### src/rtl/nibble_ser_sched_pkg.sv
// Shared state type, default sizing and the round-robin pick helper
// used by the nibble serialiser scheduler and its grant logic.
package nibble_ser_pkg;

  localparam int DEF_NREQ = 2;
  localparam int DEF_W    = 4;
  localparam int DEF_IDW  = 2;

  typedef enum logic [0:0] {
    IDLE  = 1'b0,
    SHIFT = 1'b1
  } state_e;

  // First set bit of valid at or after ptr, wrapping modulo nreq (nreq <= 4).
  function automatic logic [1:0] rr_index(input logic [3:0] valid,
                                          input logic [1:0] ptr,
                                          input logic [2:0] nreq);
    logic [1:0] idx;
    logic       found;
    logic [2:0] cand;
    idx   = 2'd0;
    found = 1'b0;
    for (int i = 0; i < 4; i++) begin
      cand = 3'(ptr) + 3'(i);
      if (cand >= nreq) begin
        cand = cand - nreq;
      end else begin
        cand = cand;
      end
      if (!found && (3'(i) < nreq) && valid[cand[1:0]]) begin
        idx   = cand[1:0];
        found = 1'b1;
      end else begin
        idx   = idx;
        found = found;
      end
    end
    return idx;
  endfunction

endpackage

### src/rtl/nibble_ser_sched_if.sv
// Requester bus plus serial lane of the nibble serialiser scheduler.
// master = producer/consumer side, slave = the scheduler.
interface nibble_ser_sched_if
  import nibble_ser_pkg::*;
#(
  parameter int NREQ = DEF_NREQ,
  parameter int W    = DEF_W,
  parameter int IDW  = DEF_IDW
);
  logic [NREQ-1:0]   req_valid;
  logic [NREQ*W-1:0] req_data;
  logic [NREQ-1:0]   req_ready;
  logic              dout;
  logic              dout_valid;
  logic              dout_sof;
  logic [IDW-1:0]    dout_src;
  logic              busy;

  modport master (
    output req_valid, req_data,
    input  req_ready, dout, dout_valid, dout_sof, dout_src, busy
  );

  modport slave (
    input  req_valid, req_data,
    output req_ready, dout, dout_valid, dout_sof, dout_src, busy
  );
endinterface

### src/rtl/nibble_ser_sched_rr_grant.sv
// Combinational round-robin grant: one-hot grant and index of the first
// valid requester at or after ptr, suppressed when en is low.
module rr_grant
  import nibble_ser_pkg::*;
#(
  parameter int NREQ = DEF_NREQ,
  parameter int IDW  = DEF_IDW
) (
  input  logic [NREQ-1:0] req_valid,
  input  logic [IDW-1:0]  ptr,
  input  logic            en,
  output logic [NREQ-1:0] grant,
  output logic [IDW-1:0]  grant_idx
);

  logic [3:0] valid_s;
  logic [1:0] idx_s;
  logic       any_s;

  // Round-robin search and one-hot expansion
  always_comb begin
    valid_s              = 4'd0;
    valid_s[NREQ-1:0]    = req_valid;
    idx_s                = rr_index(valid_s, 2'(ptr), 3'(NREQ));
    any_s                = en & (|req_valid);
    grant                = {NREQ{1'b0}};
    if (any_s) begin
      grant_idx = IDW'(idx_s);
    end else begin
      grant_idx = {IDW{1'b0}};
    end
    for (int i = 0; i < NREQ; i++) begin
      grant[i] = any_s && (idx_s == 2'(i));
    end
  end

endmodule

### src/rtl/nibble_ser_sched.sv
// Round-robin scheduler sharing one LSB-first serial lane between NREQ
// nibble producers; the next word is taken in the last-bit cycle for zero gap.
module nibble_ser_sched
  import nibble_ser_pkg::*;
#(
  parameter int NREQ = DEF_NREQ,
  parameter int W    = DEF_W,
  parameter int IDW  = DEF_IDW
) (
  input  logic             clk,
  input  logic             rst_n,
  nibble_ser_sched_if.slave bus
);

  localparam int             CW      = (W > 1) ? $clog2(W) : 1;
  localparam logic [CW-1:0]  LAST    = CW'(W - 1);
  localparam logic [IDW-1:0] LAST_ID = IDW'(NREQ - 1);

  state_e          state_r;
  state_e          state_s;
  logic [CW-1:0]   cnt_r;
  logic [IDW-1:0]  ptr_r;
  logic [W-1:0]    sh_r;
  logic            dout_r;
  logic            dout_valid_r;
  logic            dout_sof_r;
  logic [IDW-1:0]  dout_src_r;
  logic            window_s;
  logic            xfer_s;
  logic            busy_s;
  logic [NREQ-1:0] grant_s;
  logic [IDW-1:0]  gidx_s;
  logic [W-1:0]    word_s;

  rr_grant #(.NREQ(NREQ), .IDW(IDW)) u_grant (
    .req_valid (bus.req_valid),
    .ptr       (ptr_r),
    .en        (window_s),
    .grant     (grant_s),
    .grant_idx (gidx_s)
  );

  // FSM state register
  always_ff @(posedge clk) begin
    if (!rst_n) begin
      state_r <= IDLE;
    end else begin
      state_r <= state_s;
    end
  end

  // FSM next state: stay in SHIFT across back-to-back words
  always_comb begin
    state_s = state_r;
    case (state_r)
      IDLE: begin
        if (xfer_s) state_s = SHIFT;
        else        state_s = IDLE;
      end
      SHIFT: begin
        if ((cnt_r != LAST) || xfer_s) state_s = SHIFT;
        else                           state_s = IDLE;
      end
      default: state_s = IDLE;
    endcase
  end

  // FSM outputs: accept window and busy, both forced low during reset
  always_comb begin
    busy_s = rst_n & (state_r == SHIFT);
    if (!rst_n) begin
      window_s = 1'b0;
    end else if (state_r == IDLE) begin
      window_s = 1'b1;
    end else begin
      window_s = (cnt_r == LAST);
    end
  end

  // Select the granted requester's word
  always_comb begin
    word_s = {W{1'b0}};
    xfer_s = |grant_s;
    for (int i = 0; i < NREQ; i++) begin
      if (grant_s[i]) word_s = bus.req_data[i*W +: W];
      else            word_s = word_s;
    end
  end

  // Shift register, bit counter, pointer and registered lane outputs
  always_ff @(posedge clk) begin
    if (!rst_n) begin
      sh_r         <= {W{1'b0}};
      cnt_r        <= {CW{1'b0}};
      ptr_r        <= {IDW{1'b0}};
      dout_r       <= 1'b0;
      dout_valid_r <= 1'b0;
      dout_sof_r   <= 1'b0;
      dout_src_r   <= {IDW{1'b0}};
    end else if (xfer_s) begin
      sh_r         <= word_s;
      cnt_r        <= {CW{1'b0}};
      ptr_r        <= (gidx_s == LAST_ID) ? {IDW{1'b0}} : gidx_s + IDW'(1);
      dout_r       <= word_s[0];
      dout_valid_r <= 1'b1;
      dout_sof_r   <= 1'b1;
      dout_src_r   <= gidx_s;
    end else if ((state_r == SHIFT) && (cnt_r != LAST)) begin
      sh_r         <= {1'b0, sh_r[W-1:1]};
      cnt_r        <= cnt_r + CW'(1);
      dout_r       <= sh_r[1];
      dout_sof_r   <= 1'b0;
    end else if (state_r == SHIFT) begin
      cnt_r        <= {CW{1'b0}};
      dout_r       <= 1'b0;
      dout_valid_r <= 1'b0;
      dout_sof_r   <= 1'b0;
    end else begin
      sh_r         <= sh_r;
      cnt_r        <= cnt_r;
    end
  end

  assign bus.req_ready  = grant_s;
  assign bus.dout       = dout_r;
  assign bus.dout_valid = dout_valid_r;
  assign bus.dout_sof   = dout_sof_r;
  assign bus.dout_src   = dout_src_r;
  assign bus.busy       = busy_s;

endmodule
### src/flat_wrapper.sv
// flat-port wrapper written by rule: the top's interface ports become plain ports
module nibble_ser_sched_flat import nibble_ser_pkg::*;
#(
  parameter int NREQ = DEF_NREQ,
  parameter int W    = DEF_W,
  parameter int IDW  = DEF_IDW
)
  (clk, rst_n, bus_req_valid, bus_req_data, bus_req_ready, bus_dout, bus_dout_valid, bus_dout_sof, bus_dout_src, bus_busy);
  nibble_ser_sched_if #(.NREQ(NREQ), .W(W), .IDW(IDW)) bus_i ();
  input  logic clk;
  input  logic rst_n;
  input wire logic [$bits(bus_i.req_valid)-1:0] bus_req_valid;
  input wire logic [$bits(bus_i.req_data)-1:0] bus_req_data;
  output wire logic [$bits(bus_i.req_ready)-1:0] bus_req_ready;
  output wire logic [$bits(bus_i.dout)-1:0] bus_dout;
  output wire logic [$bits(bus_i.dout_valid)-1:0] bus_dout_valid;
  output wire logic [$bits(bus_i.dout_sof)-1:0] bus_dout_sof;
  output wire logic [$bits(bus_i.dout_src)-1:0] bus_dout_src;
  output wire logic [$bits(bus_i.busy)-1:0] bus_busy;
  assign bus_i.req_valid = bus_req_valid;
  assign bus_i.req_data = bus_req_data;
  assign bus_req_ready = bus_i.req_ready;
  assign bus_dout = bus_i.dout;
  assign bus_dout_valid = bus_i.dout_valid;
  assign bus_dout_sof = bus_i.dout_sof;
  assign bus_dout_src = bus_i.dout_src;
  assign bus_busy = bus_i.busy;
  nibble_ser_sched #(.NREQ(NREQ), .W(W), .IDW(IDW)) u_core (.clk(clk), .rst_n(rst_n), .bus(bus_i));
endmodule
### config.mk
export PLATFORM = sky130hd
export DESIGN_NAME = nibble_ser_sched_flat
export DESIGN_NICKNAME = d
export VERILOG_FILES = /design/src/rtl/nibble_ser_sched_pkg.sv /design/src/rtl/nibble_ser_sched_if.sv /design/src/rtl/nibble_ser_sched_rr_grant.sv /design/src/rtl/nibble_ser_sched.sv /design/src/flat_wrapper.sv
export SDC_FILE = /design/constraint.sdc
export NUM_CORES = 1
export LEC_CHECK = 0
export ABC_AREA = 1
export CAP_MARGIN = 20
export CORE_MARGIN = 3
export CORE_UTILIZATION = 42
export CTS_CLUSTER_SIZE = 8
export DETAILED_ROUTE_END_ITERATION = 16
export PLACE_DENSITY = 0.75
export SLEW_MARGIN = 20
export SYNTH_ARGS = -nofsm -noshare
export SYNTH_HDL_FRONTEND = slang
export SYNTH_SLANG_ARGS = --single-unit
### constraint.sdc
create_clock -name clk -period 1.5 [get_ports clk]
set_input_delay 0.225 -clock clk [delete_from_list [all_inputs] [get_ports clk]]
set_output_delay 0.225 -clock clk [all_outputs]
set_load 0.02 [all_outputs]
==> key figures, run 1 <==
STA
  – Setup repair after global routing missed its margin: true
  – Setup TNS: -4.60 ps
  – Max Fclk: 0.665 GHz
  – Min Tclk post-route: 1500 ps
  – Slew Viols, Final: 0
  – Slew @ Worst Pin: 232 ps
  – Final hold violation count: 0
  – Period utilization: 100%
  – Final Setup Violations: 1
  – Slew margin rel.: 84.4%
  – Hold slack final: 467 ps
  – Skew final: 3.69 ps
  – Final setup margin: -4.60 ps

Cells and area
  – Share of layout cells above drive strength 1: 32.0%
  – Diode count: 0
  – # fillers: 89
  – Layout net count: 136
  – Area Overhead vs Synth: 65.1%
  – Final instance area: 983 um^2

Drt
  – DRC violations left: 0
  – WL final: 1.62 mm
  – Via count: 652
  – Post-route ant nets: 0
  – TritonRoute pass-1 iters: 3
  – Drt wl/cell: 11.9 um
  – Starting DRT DRC Count: 5
  – Vias/cell: 4.79

Global route
  – Initial antenna violation count: 0
  – Number of global-route vias before repair: 575
  – Total track usage: 17.2%
  – Largest net degree at the start of global routing: 11
  – First-pass GRT wire length: 2.37 mm
  – Total global routing overflow: 0

Floorplanning
  – Initial Util: 49.0%
  – Core Region: 1220 um^2
  – Die ar.: 1910 um^2
  – Row Count: 12
  – I/O pin cnt: 20
  – Die height: 43.7 um
  – Width of the die: 43.7 um

Synthesis
  – FFs w/ async S/R, synth: 0%
  – Syn_nets: 98
  – Cell taking the most area after synthesis: dfxtp_1
  – Synth unique cells: 16
  – Top cells by count, synth: nand2_1 (14), nor2_1 (14), inv_1 (13)
  – Syn Inst Count: 85
  – #FFs+latches synth: 12
  – Warning count from the yosys run: 0
  – Top-area cell type share of the netlist area: 40.3%
  – Register area share after synthesis: 40.3%
  – Synth top area cells: dfxtp_1 (40%), nand2_1 (8.8%), nor2_1 (8.8%)
  – Synth Flop Type: dfxtp_1
  – Syn_area_per_cell: 7.01 um^2
  – Synth Cell Area: 596 um^2
  – Post-synth EDFFs: 0

Pwr
  – Power density over cell area: 884 nW/um^2
  – Total power after layout: 0.869 mW
  – Lkg Pwr: 0.488 nW
  – Max VDD drop: 0.637 mV

Place
  – PortBufs: 19
  – DP Wirelength: 1.12 mm
  – GP Congestion: 0.805
  – DP Area: 892 um^2
  – Dpl ws: -419 ps

Min path
  – Worst min path class: flip-flop to flip-flop
  – HP Start: u_core.bus.dout_src[1]

Critical path
  – Arrival time at the worst endpoint: 1280 ps
  – Critical Path RT: 1270 ps
  – Type of origin of the critical path: flip-flop
  – Critical register-to-register path startpoint: u_core.cnt_r[0]
  – CP Max Fanout: 3
  – Crit. End Element: output pin
  – CP Class: flip-flop to output pin
  – Crit path launch: u_core.cnt_r[0]

Clock tree
  – Clock latency on the worst-skew pair: 280 ps
  – CTS max path bufs: 2
  – CTS clk-pin slew, worst paths: 80 ps
  – Clock root buffer: clkbuf_4
  – Hold Buf Count CTS: 0
  – CTS buffer count: 3
  – H-tree depth: 1
  – Sink Count: 12
  – CTS tree: done

Status
  – Outcome: complete, but fails checks
  – Failing checks: setup timing

Flow run
  – Max-Cap Viols: 0
[worst max-delay path, stage by stage (launching register included)]
cell and delay, ps:
dfxtp_2 360, ha_4 140, inv_4 40, a21oi_4 180, nand3_2 100, inv_2 70
buf_6 110
[placed cells by master, fill, tap and decap left out]
cell and count:
inv_2 3, o211ai_1 1, clkbuf_8 1, clkdlybuf4s15_2 1
nand2_2 5, dfxtp_1 10, nand3_4 1, o21ai_0 5
clkbuf_4 3, nand3_2 1, ha_4 1, nor2_1 14
nand3_1 10, dlymetal6s2s_1 1, buf_4 15, nand2_1 12
or2_2 1, clkdlybuf4s50_1 15, a21oi_1 5, inv_4 1
dfxtp_2 2, inv_1 10, buf_6 3, a21oi_4 1
[power breakdown]
part	internal, mW	switching, mW
clock network	0.148	0.113
registers	0.346	0.0173
logic	0.127	0.118
total	0.621	0.248
[per-stage QoR]
stage          utilization, %  std cells
2_1_floorplan               -         85
3_3_place_gp             73.4        130
3_5_place_dp             73.4        130
4_1_cts                  76.0        134
5_1_grt                  80.9        136
6_report                 80.9        136
[sequential cells by signal, summed over array words and instances, names as in the netlist]
register and count:
u_core.state_r 1, u_core.bus.dout_src 2, u_core.ptr_r 1, u_core.cnt_r 2
u_core.bus.dout_sof 1, u_core.bus.dout 1, u_core.sh_r 3, u_core.bus.dout_valid 1
[timing repair]
| action | CTS | global route |
|---|---|---|
| endpoints found under the setup margin | 3 | 7 |
| setup buffers | 0 | 2 |
| resized for setup | 13 | 15 |
| pin swaps | 0 | 2 |
[cell type report]
| class | count | area (um^2) | share of cell area (%) |
|---|---|---|---|
| inverters | 14 | 55.1 | 5.60 |
| repair buffers | 35 | 320 | 32.6 |
| flip-flops and latches | 12 | 243 | 24.7 |
| clock buffers | 4 | 36.3 | 3.69 |
| multi-input cells | 57 | 312 | 31.7 |
| well taps | 14 | 17.5 | 1.78 |
[worst paths after layout]
path / to / slack [ps] / depth (start not counted)
setup reg to reg: u_core.sh_r[2] / 100 / 9
hold reg to reg: u_core.bus.dout_src[1] / 470 / 2
hold / removal: u_core.bus.dout_src[1] / 470 / 2
setup / recovery: bus_req_ready[0] / -5 / 6
[metal layers]
layer	GRT usage (%)	up-vias	share of wire, %
met3	7.88	4	4.9
met2	25.3	11	49
met5	0	-	0
li1	-	343	-
met1	21.4	294	44
met4	7.23	0	1.7
[kinds of logic (layout without fill, tap and decap cells)]
| kind of cell | Yosys count | after routing | synth area share (%) |
|---|---|---|---|
| buf+inv | 16 | 53 | 11.6 |
| flops | 12 | 12 | 40.3 |
| compound gates | 12 | 12 | 12.4 |
| simple gates | 44 | 44 | 33.6 |
| fa+ha+maj | 1 | 1 | 2.10 |
Power figures use the tool's default switching activity.
==> run 2: changes to the inputs <==
- PLACE_DENSITY: 0.75 -> 0.85
==> key figures, run 2 (synthesized netlist as in run 1, its figures left out) <==
Critical path
  – Type of origin of the critical path: flip-flop (unchanged)
  – Arrival time at the worst endpoint: 1230 ps (was 1280 ps)
  – Crit path launch: u_core.cnt_r[1] (was u_core.cnt_r[0])
  – Worst stage delay on the critical path: 360 ps (about the same)
  – Critical Path RT: 1270 ps (about the same)
  – Cell chain of the critical path: ha_4, inv_4, a21oi_4, nand2_2, inv_2, buf_6 (was ha_4, inv_4, a21oi_4, nand3_2, inv_2, buf_6)
  – Crit. End Element: output pin (unchanged)
  – Crit path capture: bus_req_ready[1] (was bus_req_ready[0])
  – CP Class: flip-flop to output pin (unchanged)
  – Slowest-stage cell, CP: dfxtp_2 (unchanged)
  – FF-to-FF path depth: 9 (unchanged)
  – FF-to-FF setup slack: 100 ps (about the same)
  – Critical register-to-register path startpoint: u_core.cnt_r[1] (was u_core.cnt_r[0])
  – Reg-to-reg endpoint: u_core.cnt_r[1] (was u_core.sh_r[2])
  – CP Max Fanout: 3 (unchanged)

STA
  – Min Tclk post-route: 1460 ps (was 1500 ps)
  – Hold slack final: 463 ps (was 467 ps)
  – Slew margin rel.: 85.5% (was 84.4%)
  – Skew final: 5.00 ps (was 3.69 ps)
  – Setup repair after global routing missed its margin: true (unchanged)
  – Period utilization: 97.2% (was 100%)
  – Slew Viols, Final: 0 (unchanged)
  – Final hold violation count: 0 (unchanged)
  – Slew @ Worst Pin: 217 ps (was 232 ps)
  – Final Setup Violations: 0 (was 1)
  – Max Fclk: 0.686 GHz (was 0.665 GHz)

Clock tree
  – CTS max path bufs: 2 (unchanged)
  – CTS tree: done (unchanged)
  – Clock latency on the worst-skew pair: 280 ps (about the same)
  – Clock root buffer: clkbuf_4 (unchanged)
  – Hold Buf Count CTS: 0 (unchanged)
  – Sink Count: 12 (unchanged)
  – CTS clk-pin slew, worst paths: 70 ps (was 80 ps)
  – H-tree depth: 1 (unchanged)
  – CTS buffer count: 3 (unchanged)

Cells and area
  – Layout net count: 137 (was 136)
  – Share of layout cells above drive strength 1: 32.5% (was 32.0%)
  – Diode count: 0 (unchanged)
  – Max FFs per register: 3 (unchanged)
  – Area Overhead vs Synth: 64.7% (was 65.1%)
  – Most flop-heavy register: u_core.sh_r (unchanged)
  – Fin util: 80.7% (was 80.9%)
  – Most frequent cells in the layout: clkdlybuf4s50_1 (16), buf_4 (16), nor2_1 (13), nand2_1 (13) (was clkdlybuf4s50_1 (15), buf_4 (15), nor2_1 (14))

Drt
  – Post-route ant nets: 0 (unchanged)
  – Vias/cell: 4.90 (was 4.79)
  – Via count: 671 (was 652)
  – WL final: 1.47 mm (was 1.62 mm)
  – Starting DRT DRC Count: 18 (was 5)
  – DRC violations left: 0 (unchanged)
  – Drt wl/cell: 10.8 um (was 11.9 um)
  – TritonRoute pass-1 iters: 4 (was 3)

Flow run
  – Max-Cap Viols: 0 (unchanged)

Floorplanning
  – Core Region: 1220 um^2 (unchanged)
  – Die ar.: 1910 um^2 (unchanged)
  – Initial Util: 49.0% (unchanged)
  – Die height: 43.7 um (unchanged)
  – I/O pin cnt: 20 (unchanged)
  – Width of the die: 43.7 um (unchanged)
  – Row Count: 12 (unchanged)

Global route
  – Number of global-route vias before repair: 620 (was 575)
  – First-pass GRT wire length: 2.39 mm (was 2.37 mm)
  – Largest net degree at the start of global routing: 11 (unchanged)
  – Total global routing overflow: 0 (unchanged)
  – Initial antenna violation count: 0 (unchanged)
  – Total track usage: 16.4% (was 17.2%)

Pwr
  – Power density over cell area: 882 nW/um^2 (was 884 nW/um^2)
  – Lkg Pwr: 0.475 nW (was 0.488 nW)
  – Max VDD drop: 0.670 mV (was 0.637 mV)

Min path
  – Worst min path class: flip-flop to flip-flop (unchanged)

Status
  – Outcome: finished, final reports clean (was complete, but fails checks)

Place
  – PortBufs: 19 (unchanged)
  – GP Congestion: 0.728 (was 0.805)
  – DP Wirelength: 1.13 mm (was 1.12 mm)
-- run 2: cell count changes in the layout (fill, tap and decap cells not counted), sizes merged --
cell	change
clkdlybuf4s50	+1
buf	+1
dlymetal6s2s	-1
-- run 2: layer usage --
layer	routed length (um)	part of all wire, %	global-route usage, %
met1	608	41	19.1
met2	767	52	29.1
met3	66	4.5	2.49
met4	30	2.0	7.23
met5	0	0	0
-- run 2: power by group --
part / switching, mW / leakage (nW) / internal, mW
registers: 0.0173 / 0.0999 / 0.346
clock network: 0.114 / 0.0210 / 0.148
logic: 0.114 / 0.354 / 0.126
total: 0.245 / 0.475 / 0.621
-- run 2: layout make-up --
class                      instances  area, um^2
tap                               14        17.5
sequential                        12         243
fill                              92         235
clock buffer                       4        36.3
inverter                          14        55.1
timing repair buffer              36         325
multi-input combinational         57         304
-- run 2: how the worst min path moves through the flow --
stage	end	startpoint	slack [ps]	depth (start not counted)
after floorplan	u_core.bus.dout_src[0]	rst_n	390	2
after global placement	u_core.bus.dout_src[1]	u_core.bus.dout_src[1]	450	2
after detailed placement	u_core.bus.dout_src[0]	u_core.bus.dout_src[0]	450	2
after CTS	u_core.bus.dout_src[1]	u_core.bus.dout_src[1]	470	2
after global routing	u_core.bus.dout_src[0]	u_core.bus.dout_src[0]	490	2
final	u_core.bus.dout_src[1]	u_core.bus.dout_src[1]	460	2
-- run 2: critical path: cells and delay by family (launching register included) --
family,cells,cell delay [ps]
flops,1,360
buf+inv,3,210
compound gates,1,150
fa+ha+maj,1,140
simple gates,1,100
-- run 2: repair_timing --
action                     CTS  global route
buffers inserted             0             3
gates resized for setup     18             9
setup endpoints to repair    3             6
pin swaps                    2             4
cloned                       0             0
-- run 2: metrics by stage --
| stage | std cells | setup slack (ps) | cell area, um^2 | TNS [ps] | power [mW] |
|---|---|---|---|---|---|
| finish | 137 | 42.4 | 981 | 0 | 0.865 |
| global placement | 130 | -413 | 892 | -1450 | 0.592 |
| CTS | 134 | -19.6 | 933 | -38.2 | 0.857 |
| detailed placement | 130 | -429 | 892 | -1840 | 0.598 |
| floorplan | 85 | 265 | 596 | 0 | 0.484 |
| global route | 137 | -15.5 | 981 | -25.5 | 0.905 |
